**src/rtl/updown_ctrl_pkg.sv**
```systemverilog
// Shared op-codes, FSM state encoding and direction constants for the
// up/down counter sequencer.
package updown_ctrl_pkg;

  localparam int unsigned OP_W = 2;

  localparam logic [OP_W-1:0] OP_LOAD     = 2'b00;
  localparam logic [OP_W-1:0] OP_UP       = 2'b01;
  localparam logic [OP_W-1:0] OP_DOWN     = 2'b10;
  localparam logic [OP_W-1:0] OP_PINGPONG = 2'b11;

  localparam logic DIR_UP   = 1'b0;
  localparam logic DIR_DOWN = 1'b1;

  typedef enum logic {
    IDLE = 1'b0,
    RUN  = 1'b1
  } state_e;

endpackage

```
**src/rtl/updown_counter_core.sv**
```systemverilog
// Counter datapath register: parallel load (priority) or one modulo step
// per enabled edge. Flags describe the current value and the pending step.
module updown_counter_core
  import updown_ctrl_pkg::*;
#(
  parameter int unsigned WIDTH = 3
) (
  input  logic             clk,
  input  logic             reset,
  input  logic             en,
  input  logic             dir,
  input  logic             ld,
  input  logic [WIDTH-1:0] ld_val,
  output logic [WIDTH-1:0] count,
  output logic             at_max,
  output logic             at_zero,
  output logic             wrap_next
);

  logic [WIDTH-1:0] count_q, count_d;

  always_comb begin
    count_d = count_q;
    if (ld) begin
      count_d = ld_val;
    end else if (en) begin
      count_d = (dir == DIR_DOWN) ? count_q - WIDTH'(1) : count_q + WIDTH'(1);
    end
  end

  always_ff @(posedge clk) begin
    if (reset) count_q <= '0;
    else       count_q <= count_d;
  end

  assign count     = count_q;
  assign at_max    = (count_q == {WIDTH{1'b1}});
  assign at_zero   = (count_q == '0);
  // A step crosses the modulo boundary when it leaves max upward or zero downward.
  assign wrap_next = en && !ld && ((dir == DIR_UP) ? at_max : at_zero);

endmodule

```
**src/rtl/updown_count_ctrl.sv**
```systemverilog
// Command sequencer for the up/down counter: accepts LOAD/UP/DOWN/PINGPONG
// over valid/ready, steps once per clock and reports done/wrap/aborted.
module updown_count_ctrl
  import updown_ctrl_pkg::*;
#(
  parameter int unsigned WIDTH  = 3,
  parameter int unsigned STEP_W = 8
) (
  input  logic              clk,
  input  logic              reset,
  input  logic              cmd_valid,
  output logic              cmd_ready,
  input  logic [OP_W-1:0]   cmd_op,
  input  logic [STEP_W-1:0] cmd_arg,
  input  logic              abort,
  output logic [WIDTH-1:0]  count,
  output logic              mode,
  output logic              busy,
  output logic              done,
  output logic              wrap,
  output logic              aborted
);

  state_e            state_q, state_d;
  logic [STEP_W-1:0] rem_q, rem_d;
  logic              mode_q, mode_d;
  logic              pp_q, pp_d;
  logic              done_q, done_d;
  logic              wrap_q;
  logic              aborted_q, aborted_d;

  logic              core_en, core_dir, core_ld;
  logic              at_max, at_zero, wrap_next;
  logic              accept, n_zero;

  assign accept = cmd_valid && (state_q == IDLE);
  assign n_zero = (cmd_arg == '0);

  updown_counter_core #(.WIDTH(WIDTH)) u_core (
    .clk       (clk),
    .reset     (reset),
    .en        (core_en),
    .dir       (core_dir),
    .ld        (core_ld),
    .ld_val    (cmd_arg[WIDTH-1:0]),
    .count     (count),
    .at_max    (at_max),
    .at_zero   (at_zero),
    .wrap_next (wrap_next)
  );

  always_ff @(posedge clk) begin
    if (reset) state_q <= IDLE;
    else       state_q <= state_d;
  end

  always_comb begin
    state_d = state_q;
    case (state_q)
      IDLE: if (accept && cmd_op != OP_LOAD && !n_zero) state_d = RUN;
      RUN:  if (abort || rem_q == STEP_W'(1))           state_d = IDLE;
      default: state_d = IDLE;
    endcase
  end

  always_comb begin
    core_en   = 1'b0;
    core_dir  = mode_q;
    core_ld   = 1'b0;
    mode_d    = mode_q;
    rem_d     = rem_q;
    pp_d      = pp_q;
    done_d    = 1'b0;
    aborted_d = 1'b0;
    case (state_q)
      IDLE: begin
        if (accept) begin
          case (cmd_op)
            OP_LOAD: begin
              core_ld = 1'b1;
              done_d  = 1'b1;
            end
            OP_UP, OP_DOWN: begin
              mode_d = (cmd_op == OP_DOWN) ? DIR_DOWN : DIR_UP;
              done_d = n_zero;
              rem_d  = cmd_arg;
              pp_d   = 1'b0;
            end
            default: begin
              done_d = n_zero;
              rem_d  = cmd_arg;
              pp_d   = 1'b1;
            end
          endcase
        end
      end
      RUN: begin
        if (abort) begin
          aborted_d = 1'b1;
          rem_d     = '0;
        end else begin
          core_en = 1'b1;
          // Ping-pong reverses at the end stops instead of wrapping.
          if (pp_q && mode_q == DIR_UP && at_max) begin
            core_dir = DIR_DOWN;
            mode_d   = DIR_DOWN;
          end else if (pp_q && mode_q == DIR_DOWN && at_zero) begin
            core_dir = DIR_UP;
            mode_d   = DIR_UP;
          end
          rem_d  = rem_q - STEP_W'(1);
          done_d = (rem_q == STEP_W'(1));
        end
      end
      default: ;
    endcase
  end

  always_ff @(posedge clk) begin
    if (reset) begin
      rem_q     <= '0;
      mode_q    <= DIR_UP;
      pp_q      <= 1'b0;
      done_q    <= 1'b0;
      wrap_q    <= 1'b0;
      aborted_q <= 1'b0;
    end else begin
      rem_q     <= rem_d;
      mode_q    <= mode_d;
      pp_q      <= pp_d;
      done_q    <= done_d;
      wrap_q    <= wrap_next;
      aborted_q <= aborted_d;
    end
  end

  assign cmd_ready = (state_q == IDLE);
  assign busy      = (state_q == RUN);
  assign mode      = mode_q;
  assign done      = done_q;
  assign wrap      = wrap_q;
  assign aborted   = aborted_q;

endmodule

```
**config.mk**
```make
export PLATFORM = sky130hd
export DESIGN_NAME = updown_count_ctrl
export DESIGN_NICKNAME = d
export VERILOG_FILES = /design/src/rtl/updown_ctrl_pkg.sv /design/src/rtl/updown_counter_core.sv /design/src/rtl/updown_count_ctrl.sv
export SDC_FILE = /design/constraint.sdc
export NUM_CORES = 1
export LEC_CHECK = 0
export CAP_MARGIN = 10
export CORE_ASPECT_RATIO = 1.2
export CORE_UTILIZATION = 47
export CTS_BUF_LIST = sky130_fd_sc_hd__clkbuf_2
export CTS_CLUSTER_DIAMETER = 80
export DETAILED_ROUTE_END_ITERATION = 8
export PLACE_DENSITY = 0.83
export RECOVER_POWER = 25
export SLEW_MARGIN = 15
export SYNTH_ARGS = -nofsm -noshare
export SYNTH_HDL_FRONTEND = slang
export SYNTH_SLANG_ARGS = --single-unit
```
**constraint.sdc**
```tcl
create_clock -name clk -period 1.92 [get_ports clk]
set_input_delay 0.288 -clock clk [delete_from_list [all_inputs] [get_ports clk]]
set_output_delay 0.288 -clock clk [all_outputs]
set_load 0.05 [all_outputs]
```
==> summary.md, run 1 <==
| Metric | Value |
|---|---|
| Antenna cell count | 0 |
| First-pass GRT wire length | between 4 and 5 mm |
| Setup Skew | 0.0155 ns |
| Leakage power summed over all cells | 0.565 nW |
| Residual DRC | 0 |
| Number of endpoints failing setup at the final stage | 0 |
| Slew Viols, Final | 0 |
| Number of storage elements in the synthesis netlist | 17 |
| Worst hold slack | roughly 0.49 ns |
| Number of failing hold endpoints at the final stage | 0 |
| Max-cap violation count | 0 |
| Peak VDD IR | ~470 uV |
| Placed Instance Area | approximately 1400 um2 |
| Number of optimization iterations in the first detailed-route pass | 4 |
| Met3 Resource Use GR | 0.0470 |
| Distinct cell type count of the synthesized netlist | 40 |
| Most used flip-flop cell after synthesis | sky130_fd_sc_hd__dfxtp_1 |
| Worst slew pin tran | ~0.56 ns |
| Via-per-instance ratio | about 5.8 |
| Synth-to-Final Area Change | 37.1% |
| Hold path endpoint | aborted |
| Mean post-synth cell area | about 7.7 um2 |
| Fillers | between 150 and 200 |
| Post-synthesis async set-or-reset flop share | 0 |
| Core region area | between 2000 and 2500 um2 |
| DIE HEIGHT | between 50 and 60 um |
| Worst setup SP type | flop |
| Final antenna-violating net count | 0 |
| Highest achievable clock rate | 541 MHz |
| M1 GR Usage | 0.309 |
| Met2 routing resource usage after global routing | 0.432 |
| Number of clock sinks | 17 |
| Cell depth of the worst hold path | 2 |
| Htree depth | 1 |
| Reg-to-Reg Start | pp_q |
| Total via count in the routed design | ~1,200 |
| Synthesized net count | about 160 |
| Clock input transition at the sequential cells of the worst setup and hold paths | ~0.17 ns |
| Post-synth EDFFs | 0 |
| Pin count of the biggest net entering global routing | 15 |
| Classification of the worst setup path | reg2reg |
| Initial drt markers | 26 |
| Kind of capture point of the worst setup path | flop |
| Via count of the first global-routing pass | around 1,100 |
| Nets | 190 |
| Antenna violations before repair | 0 |
| Wire length reported by the detailed router | 2.77 mm |
| Depth of the most critical reg-to-reg path | 8 |
| Post-route setup slack | between 0.07 and 0.08 ns |
| Starting utilization of the core area | 0.502 |
| GR peak layer | met2 |
| Setup repair after global routing missed its margin | false |
| Setup WS pre-CTS | -0.464 ns |
| Buffer cell driving the clock tree root | sky130_fd_sc_hd__clkbuf_2 |
| Fin crit share | 0.962 |
| Part of the Yosys area used for sequential elements | 0.323 |
| Worst EP required | between 2 and 2.5 ns |
| Reg-to-reg endpoint | u_core.count[2] |
| HPWL Detailed | 2.10 mm |
| Max FO, Critical Path | 2 |
| Grt ovf | 0 |
| Share of cells above drive strength 1 | 0.194 |
| Yosys warnings | 0 |
| WL/cell | 13.9 um |
| Arrival time of the worst setup path | just over 2 ns |
| Worst Hold Class | in2reg |
| Fin area | 1440 um2 |
| Gate Count Post-Synth | about 140 |
| Slew HR | 0.624 |
| Register-to-register setup slack | between 0.07 and 0.08 ns |
| Count of buffers inserted at the top-level ports | 22 |
| Clock tree from TritonCTS | built |
| Num ports | 23 |
| Number of cell rows | 18 |
| Shortest period the worst path allows | 1.85 ns |
| DIE AREA | between 2000 and 2500 um2 |
| Overall track demand over capacity in global routing | 0.260 |
| Run status | finished clean |
| Power per cell area | roughly 610 nW/um2 |
| Worst hold path startpoint | abort |
| Placer Congestion | around 0.92 |
| Maximum count of clock buffers along a single path | 2 |
| Die extent in x | ~45 um |
| CTS Buf Count | 3 |
| Cell area after synthesis | 1050 um2 |
| Clock latency reported for the late side of the worst-skew pair | 0.31 ns |
## state kept, by name, summed over array words and instances (netlist names)
| name | flops |
|---|---|
| wrap | 1 |
| mode | 1 |
| rem_q | 8 |
| busy | 1 |
| done | 1 |
| pp_q | 1 |
| aborted | 1 |
| u_core.count | 3 |
## stage by stage
stage,total power [W],TNS (ns),utilization,std cells
4_1_cts,0.000872,0,0.674,198
2_1_floorplan,0.000593,0,-,136
6_report,0.000882,0,0.689,200
3_5_place_dp,0.000703,-0.908,0.658,193
3_3_place_gp,0.000693,-0.657,0.658,193
5_1_grt,0.000934,0,0.689,200
## synth_stat cells (2+ instances only)
| cell type | number | area [um2] |
|---|---|---|
| sky130_fd_sc_hd__o311ai_0 | 2 | 17.5 |
| sky130_fd_sc_hd__nand2_1 | 8 | 30.0 |
| sky130_fd_sc_hd__nor2b_1 | 4 | 25.0 |
| sky130_fd_sc_hd__o32ai_1 | 3 | 26.3 |
| sky130_fd_sc_hd__nand2b_1 | 4 | 25.0 |
| sky130_fd_sc_hd__nor2_1 | 17 | 63.8 |
| sky130_fd_sc_hd__o21a_1 | 2 | 15.0 |
| sky130_fd_sc_hd__dfxtp_1 | 17 | 340 |
| sky130_fd_sc_hd__nand3_1 | 3 | 15.0 |
| sky130_fd_sc_hd__o21ai_0 | 6 | 30.0 |
| sky130_fd_sc_hd__a21oi_1 | 11 | 55.1 |
| sky130_fd_sc_hd__nor4_1 | 3 | 18.8 |
| sky130_fd_sc_hd__inv_1 | 11 | 41.3 |
| sky130_fd_sc_hd__and3_1 | 2 | 12.5 |
| sky130_fd_sc_hd__a211oi_1 | 4 | 30.0 |
| sky130_fd_sc_hd__clkbuf_1 | 4 | 15.0 |
| sky130_fd_sc_hd__ha_1 | 4 | 50.1 |
| sky130_fd_sc_hd__nor3_1 | 6 | 30.0 |
| sky130_fd_sc_hd__a221oi_1 | 3 | 26.3 |
| sky130_fd_sc_hd__or3_1 | 2 | 12.5 |
## repair_timing
| action | in CTS | in global routing |
|---|---|---|
| setup endpoints to repair | 4 | 2 |
| buffers inserted | 1 | 2 |
| hold buffers | 0 | 0 |
| pin swaps | 1 | 4 |
| gates resized for setup | 6 | 6 |
## power breakdown
part           total (W)  switching, W  internal, W  leakage [nW]
combinational   0.000299      0.000164     0.000136         0.405
clock           0.000170      0.000115    0.0000552        0.0166
sequential      0.000412     0.0000326     0.000379         0.143
## worst max-delay path by stage
stage / cells past startpoint / slack (ns) / end / start
6_report: 8 / 0.07 / u_core.count[2] / pp_q
5_1_grt: 8 / 0.0004 / u_core.count[1] / pp_q
4_1_cts: 8 / 0.02 / u_core.count[2] / pp_q
3_5_place_dp: 9 / -0.46 / u_core.count[2] / abort
3_3_place_gp: 9 / -0.34 / u_core.count[2] / abort
2_1_floorplan: 7 / 0.009 / u_core.count[2] / u_core.count[0]
## cells in the final DEF (no fill, tap or decap), types with 6 or more instances in the layout
cell,count
sky130_fd_sc_hd__dfxtp_1,11
sky130_fd_sc_hd__clkdlybuf4s50_1,17
sky130_fd_sc_hd__nand2_1,8
sky130_fd_sc_hd__o21ai_0,6
sky130_fd_sc_hd__inv_1,9
sky130_fd_sc_hd__nor2_1,17
sky130_fd_sc_hd__nor3_1,6
sky130_fd_sc_hd__buf_4,13
sky130_fd_sc_hd__a21oi_1,11
## critical path, cell delays in order, from the launching register on
cell and delay (ns):
sky130_fd_sc_hd__dfxtp_2 0.37, sky130_fd_sc_hd__nor2b_4 0.15, sky130_fd_sc_hd__a31oi_2 0.09, sky130_fd_sc_hd__o22ai_2 0.17, sky130_fd_sc_hd__mux2i_1 0.13, sky130_fd_sc_hd__fa_2 0.37
sky130_fd_sc_hd__nand3_1 0.09, sky130_fd_sc_hd__a21oi_1 0.04, sky130_fd_sc_hd__a311o_1 0.33
## kinds of logic after synthesis
kind of cell	after synthesis	synth area share
AO/OA/AOI/OAI	40	0.262
adder cells (fa/ha/maj)	5	0.0666
buffers and inverters	18	0.0678
flip-flops	17	0.323
multiplexers	1	0.00951
AND/OR/NAND/NOR	55	0.271
## final cells by class
type / instances / area [um2] / area share
Multi-Input combinational cell: 101 / 669 / 0.464
Clock buffer: 4 / 20.0 / 0.0139
Inverter: 12 / 45.0 / 0.0312
Timing Repair Buffer: 36 / 318 / 0.220
Tap cell: 30 / 37.5 / 0.0260
Sequential cell: 17 / 353 / 0.245
## per-layer routing
| metal | vias to the layer above | wire length (um) |
|---|---|---|
| li1 | 561 | - |
| met1 | 524 | 1180 |
| met2 | 55 | 1360 |
| met3 | 12 | 154 |
| met4 | 0 | 81 |
| met5 | - | 0 |
No activity file was read; power rests on OpenSTA's default activity.
==> run 2: changes to the inputs <==
==> constraint.sdc (replaced) <==
create_clock -name clk -period 1.92 [get_ports clk]
set_input_delay 0.192 -clock clk [delete_from_list [all_inputs] [get_ports clk]]
set_output_delay 0.192 -clock clk [all_outputs]
set_load 0.05 [all_outputs]
==> run 2 against run 1 <==
Net effect: via count is 3.3% lower; critical endpoint is now u_core.count[1]; first-iteration DRC count up 12%; cell count shrank 2.0%; die area is the same; largest cell class unchanged.
==> summary.md, run 2 (synthesis gave the netlist of run 1 again) <==
| Metric | Value |
|---|---|
| Number of clock sinks | 17 (unchanged) |
| Antenna violations before repair | 0 (unchanged) |
| Total via count in the routed design | 1,114 (-3.3%) |
| Max FO, Critical Path | 5 (+3) |
| Slew Viols, Final | 0 (unchanged) |
| Synth-to-Final Area Change | 34.8% |
| Number of cell rows | 18 (unchanged) |
| HPWL Detailed | 2.01 mm (-4.1%) |
| Fin crit share | 0.972 (+0.0103) |
| Pin count of the biggest net entering global routing | 15 (unchanged) |
| Starting utilization of the core area | 0.502 (unchanged) |
| DIE AREA | 2430 um2 (unchanged) |
| Arrival time of the worst setup path | 2.07 ns (+0.02 ns) |
| Die extent in x | 45.2 um (unchanged) |
| Hold buffer count at CTS | 0 (unchanged) |
| Worst Hold Class | reg2reg |
| Final-layout setup total negative slack | 0 ns (unchanged) |
| Share of power burned in the clock network | 0.192 (about the same) |
| Storage cell area | 353 um2 (unchanged) |
| Leading cell types in the layout, fill and taps excluded | sky130_fd_sc_hd__clkdlybuf4s50_1 (19), sky130_fd_sc_hd__nor2_1 (17), sky130_fd_sc_hd__inv_1 (11), sky130_fd_sc_hd__a21oi_1 (11), sky130_fd_sc_hd__dfxtp_1 (11) |
| Num ports | 23 (unchanged) |
| Number of failing hold endpoints at the final stage | 0 (unchanged) |
| DIE HEIGHT | 53.8 um (unchanged) |
| Post-route setup slack | 0.0531 ns (-0.0198 ns) |
| Worst slew pin tran | 0.510 ns (-0.0467 ns) |
| Via count of the first global-routing pass | 1,064 (-1.8%) |
| Clock tree from TritonCTS | built |
| Highest achievable clock rate | 536 MHz (-1.1%) |
| Core region area | 2090 um2 (unchanged) |
| Sequential power share | 0.471 (+0.004) |
| CTS Buf Count | 3 (unchanged) |
| Classification of the worst setup path | in2reg |
| Area of the multi-input gates | 663 um2 (-0.93%) |
| Count of buffers inserted at the top-level ports | 22 (unchanged) |
| Clock latency reported for the late side of the worst-skew pair | 0.30 ns (about the same) |
| Buffer cell driving the clock tree root | sky130_fd_sc_hd__clkbuf_2 |
| Worst setup SP type | input pin |
| Number of flip-flops under the largest register name | 8 (unchanged) |
| Top reg by flops | rem_q |
| Placer Congestion | 0.912 (-0.95%) |
| Setup repair after global routing missed its margin | true |
| Leakage power summed over all cells | 0.562 nW (-0.48%) |
| Antenna cell count | 0 (unchanged) |
| Via-per-instance ratio | 5.68 (-1.3%) |
| Setup Skew | 0.00396 ns (-0.0115 ns) |
| WL/cell | 13.6 um (-1.6%) |
| Initial drt markers | 29 (+12%) |
| Max-cap violation count | 0 (unchanged) |
| Switch Pwr | 0.000304 W (-2.5%) |
| Cell internal power dissipation | 0.000569 W (-0.20%) |
| Overall track demand over capacity in global routing | 0.251 (-0.00888) |
| Nets | 186 (-2.1%) |
| Most common cell after layout, fill and taps aside | sky130_fd_sc_hd__clkdlybuf4s50_1 |
| Shortest period the worst path allows | 1.87 ns (+0.0198 ns) |
| Slew HR | 0.659 (+0.0353) |
| Setup WS pre-CTS | -0.359 ns (+0.105 ns) |
| Kind of capture point of the worst setup path | flop |
| Run status | finished clean |
| Number of optimization iterations in the first detailed-route pass | 4 (unchanged) |
| Residual DRC | 0 (unchanged) |
| Clock input transition at the sequential cells of the worst setup and hold paths | 0.16 ns (about the same) |
| Logic pwr share | 0.337 (-0.003) |
| Htree depth | 1 (unchanged) |
| Sw Ratio | 0.348 (-0.00529) |
| Number of endpoints failing setup at the final stage | 0 (unchanged) |
| Final antenna-violating net count | 0 (unchanged) |
| Maximum count of clock buffers along a single path | 2 (unchanged) |
| First-pass GRT wire length | 4.43 mm (-3.5%) |
| Worst EP required | 2.12 ns (about the same) |
| Wire length reported by the detailed router | 2.67 mm (-3.6%) |
| Power per cell area | 615 nW/um2 (+0.64%) |
| Peak VDD IR | 514 uV (+10%) |
| Grt ovf | 0 (unchanged) |
| Fillers | 177 (-0.56%) |
| Share of cells above drive strength 1 | 0.169 (-0.0254) |
## run 2: cell types whose count changed in the layout (fill, tap and decap cells not counted), sizes merged
cell | before | now
clkbuf | 5 | 4
buf | 13 | 10
dlymetal6s2s | 0 | 2
dlygate4sd3 | 2 | 1
dlygate4sd2 | 3 | 0
clkdlybuf4s50 | 17 | 19
## run 2: final cells by class
class / count / area share
Inverter: 12 / 0.0317
Timing Repair Buffer: 32 / 0.212
Multi-Input combinational cell: 101 / 0.467
Sequential cell: 17 / 0.249
Clock buffer: 4 / 0.0141
Tap cell: 30 / 0.0265
## run 2: what timing repair did
action,4_1_cts,5_1_grt
resized for setup,1,7
setup buffers,0,1
setup endpoints to repair,2,4
pin swaps,0,1
endpoints found under the hold margin,0,0
## run 2: metrics by stage
| stage | cell area, um2 | hold WS (ns) | total power [W] | util | cells |
|---|---|---|---|---|---|
| floorplan | 1060 | 0.338 | 0.000593 | - | 136 |
| global placement | 1360 | 0.466 | 0.000691 | 0.651 | 191 |
| detailed placement | 1360 | 0.471 | 0.000699 | 0.651 | 191 |
| CTS | 1390 | 0.494 | 0.000870 | 0.663 | 195 |
| global route | 1420 | 0.524 | 0.000925 | 0.677 | 196 |
| finish | 1420 | 0.493 | 0.000873 | 0.677 | 196 |
## run 2: layer usage
metal  GRT usage  vias up  routed length (um)
met5           0        -                   0
met4       0.126        0                  32
met3      0.0403        6                 102
met2       0.447       37                1360
met1       0.285      515                1180
li1            -      556                   -
## run 2: power by group through the flow
stage,registers [W],clock network [W],logic [W]
detailed placement,0.000416,0,0.000283
finish,0.000411,0.000168,0.000294
floorplan,0.000437,0,0.000156
global route,0.000414,0.000188,0.000323
global placement,0.000414,0,0.000276
CTS,0.000409,0.000176,0.000286
## run 2: critical path, stage by stage
cell,delay (ns)
sky130_fd_sc_hd__clkdlybuf4s50_1,0.50
sky130_fd_sc_hd__nor2b_4,0.15
sky130_fd_sc_hd__a31oi_1,0.11
sky130_fd_sc_hd__o22ai_2,0.17
sky130_fd_sc_hd__mux2i_1,0.12
sky130_fd_sc_hd__fa_2,0.53
sky130_fd_sc_hd__nor2_1,0.05
sky130_fd_sc_hd__a221oi_2,0.18
sky130_fd_sc_hd__nor2_1,0.05
## run 2: path summary, 6_finish.rpt
kind / from / to / cells after the start / slack (ns)
setup / recovery: abort / u_core.count[1] / 9 / 0.05
hold / removal: rem_q[5] / rem_q[5] / 2 / 0.49
setup reg to reg: pp_q / u_core.count[1] / 8 / 0.09
hold reg to reg: rem_q[5] / rem_q[5] / 2 / 0.49
==> run 3: changes to the inputs <==
Settings changed: CORE_MARGIN from default to 8, SKIP_CTS_REPAIR_TIMING from default to 1, SLEW_MARGIN 15 to 20.
==> run 3 against run 2 <==
Net effect: sequential power about the same; maximum frequency down 0.13%; setup slack worse by 0.0024 ns; critical path depth down 1; register-to-register slack worse by 0.04 ns; die area up 65%; clock skew down 0.0015 ns; clock power about the same; global-route usage down 8.9 points; final area down 0.62%; power up 0.56%.
==> summary.md, run 3 (synthesis gave the netlist of run 1 again) <==
| Metric | Value |
|---|---|
| Worst EP required | 2.12 ns (about the same) |
| Pin count of the biggest net entering global routing | 15 (unchanged) |
| Setup WS pre-CTS | -0.335 ns (+0.0246 ns) |
| Number of failing hold endpoints at the final stage | 0 (unchanged) |
| Slew HR | 0.639 (-0.0206) |
| Overall track demand over capacity in global routing | 0.162 (-0.0892) |
| Maximum count of clock buffers along a single path | 2 (unchanged) |
| Num ports | 23 (unchanged) |
| DIE AREA | 4020 um2 (+65%) |
| Htree depth | 1 (unchanged) |
| Reg-to-reg endpoint | u_core.count[1] |
| Run status | finished clean |
| Clock tree from TritonCTS | built |
| Nets | 186 (unchanged) |
| Total power | 0.000878 W (+0.56%) |
| Core region area | 2090 um2 (unchanged) |
| Initial drt markers | 69 (+140%) |
| Max FO, Critical Path | 2 (-3) |
| Slowest stage cell on the critical path | sky130_fd_sc_hd__fa_2 |
| Worst Hold Class | reg2reg |
| Total via count in the routed design | 1,169 (+4.9%) |
| Wire length reported by the detailed router | 3.06 mm (+14%) |
| Starting utilization of the core area | 0.502 (unchanged) |
| Worst hold path startpoint | rem_q[5] |
| Cell breakdown of the critical path | nor2b_2 > and3_1 > o22ai_2 > mux2i_1 > fa_2 > nor2_1 > a221oi_2 > nor2_1 |
| Most common cell after layout, fill and taps aside | sky130_fd_sc_hd__clkdlybuf4s50_1 |
| Share of cells above drive strength 1 | 0.163 (-0.00602) |
| Number of endpoints failing setup at the final stage | 0 (unchanged) |
| Residual DRC | 0 (unchanged) |
| Fillers | 188 (+6.2%) |
| Placer Congestion | 0.884 (-3.1%) |
| Peak VDD IR | 412 uV (-20%) |
| Final std cells w/o fill | 196 (unchanged) |
| Max-cap violation count | 0 (unchanged) |
| Depth of the most critical reg-to-reg path | 8 (unchanged) |
| Hold path endpoint | rem_q[5] |
| Fin crit share | 0.974 (+0.00123) |
| Cell depth of the worst hold path | 2 (unchanged) |
| Antenna violations before repair | 0 (unchanged) |
| Number of cell rows | 18 (unchanged) |
| Setup Skew | 0.00250 ns (-0.00146 ns) |
| Via-per-instance ratio | 5.96 (+4.9%) |
| Number of clock sinks | 17 (unchanged) |
| Post-route setup slack | 0.0507 ns (-0.00235 ns) |
| Placed Instance Area | 1360 um2 (unchanged) |
| Reg-to-Reg Start | pp_q |
| Worst setup SP type | flop |
| Antenna cell count | 0 (unchanged) |
| Classification of the worst setup path | reg2reg |
| Register-to-register setup slack | 0.05 ns (-0.04 ns) |
| CTS Buf Count | 3 (unchanged) |
| Grt ovf | 0 (unchanged) |
| Count of buffers inserted at the top-level ports | 22 (unchanged) |
| First-pass GRT wire length | 5.07 mm (+14%) |
| Via count of the first global-routing pass | 1,146 (+7.7%) |
| Delay of the slowest cell on the worst path | 0.53 ns (about the same) |
| WL/cell | 15.6 um (+14%) |
| Top reg by flops | rem_q |
| Kind of capture point of the worst setup path | flop |
| Crit path top cell by count | sky130_fd_sc_hd__nor2_1 |
| Arrival time of the worst setup path | 2.07 ns (about the same) |
| Clock latency reported for the late side of the worst-skew pair | 0.30 ns (about the same) |
| Slew Viols, Final | 0 (unchanged) |
| Area of the multi-input gates | 658 um2 (-0.75%) |
| Number of optimization iterations in the first detailed-route pass | 4 (unchanged) |
| Final antenna-violating net count | 0 (unchanged) |
| Highest achievable clock rate | 535 MHz (-0.13%) |
| Shortest period the worst path allows | 1.87 ns (+0.00235 ns) |
| Worst slew pin tran | 0.542 ns (+0.0317 ns) |
| Final-layout setup total negative slack | 0 ns (unchanged) |
| Buffer cell driving the clock tree root | sky130_fd_sc_hd__clkbuf_2 |
| Power per cell area | 622 nW/um2 (+1.2%) |
| Leading cell types in the layout, fill and taps excluded | sky130_fd_sc_hd__clkdlybuf4s50_1 (18), sky130_fd_sc_hd__nor2_1 (17), sky130_fd_sc_hd__inv_1 (11), sky130_fd_sc_hd__a21oi_1 (11), sky130_fd_sc_hd__dfxtp_1 (11) |
| Synth-to-Final Area Change | 34.0% |
| Cell total after placement | 191 (unchanged) |
| Storage cell area | 353 um2 (unchanged) |
| Die extent in x | 59.2 um (+31%) |
| Leakage power summed over all cells | 0.557 nW (-0.95%) |
| DIE HEIGHT | 67.8 um (+26%) |
| Number of flip-flops under the largest register name | 8 (unchanged) |
| HPWL Detailed | 2.27 mm (+13%) |
| Clock input transition at the sequential cells of the worst setup and hold paths | 0.17 ns (about the same) |
| Fin area | 1410 um2 (-0.62%) |
==> run 3: cell types whose count changed in the layout (fill, tap and decap cells not counted), sizes merged <==
cell	previous run	this run
clkdlybuf4s50	19	18
dlygate4sd3	1	2
clkbuf	4	5
buf	10	9
==> run 3: routing by layer <==
| metal | share of wire | GRT usage |
|---|---|---|
| met1 | 0.42 | 0.178 |
| met2 | 0.50 | 0.273 |
| met4 | 0.014 | 0.0898 |
| met5 | 0 | 0 |
| met3 | 0.069 | 0.0469 |
==> run 3: final cells by class <==
cell class / count / area share
Multi-Input combinational cell: 101 / 0.467
Inverter: 12 / 0.0319
Tap cell: 30 / 0.0266
Timing Repair Buffer: 32 / 0.210
Sequential cell: 17 / 0.250
Clock buffer: 4 / 0.0142
==> run 3: how the worst max path moves through the flow <==
stage | cells after the start | start | endpoint | slack (ns)
after global placement | 9 | abort | u_core.count[2] | -0.20
final | 8 | pp_q | u_core.count[1] | 0.05
after floorplan | 7 | u_core.count[0] | u_core.count[2] | 0.009
after CTS | 8 | pp_q | u_core.count[2] | -0.07
after global routing | 8 | pp_q | u_core.count[1] | -0.01
after detailed placement | 9 | abort | u_core.count[2] | -0.33
==> run 3: critical path: cells and delay by family, from the launching register on <==
kind,cells,cell delay [ns]
adder cells (fa/ha/maj),1,0.53
AND/OR/NAND/NOR,4,0.44
flip-flops,1,0.36
AO/OA/AOI/OAI,2,0.31
multiplexers,1,0.12
==> run 3: metrics by stage <==
| stage | hold slack (ns) | utilization |
|---|---|---|
| 6_report | 0.509 | 0.673 |
| 5_1_grt | 0.539 | 0.673 |
| 4_1_cts | 0.512 | 0.660 |
| 3_5_place_dp | 0.492 | 0.651 |
| 3_3_place_gp | 0.466 | 0.651 |
| 2_1_floorplan | 0.338 | - |
==> run 3: where the power goes <==
group | switching, W | internal [W]
combinational | 0.000166 | 0.000130
clock | 0.000116 | 0.0000552
sequential | 0.0000318 | 0.000379
total | 0.000313 | 0.000565
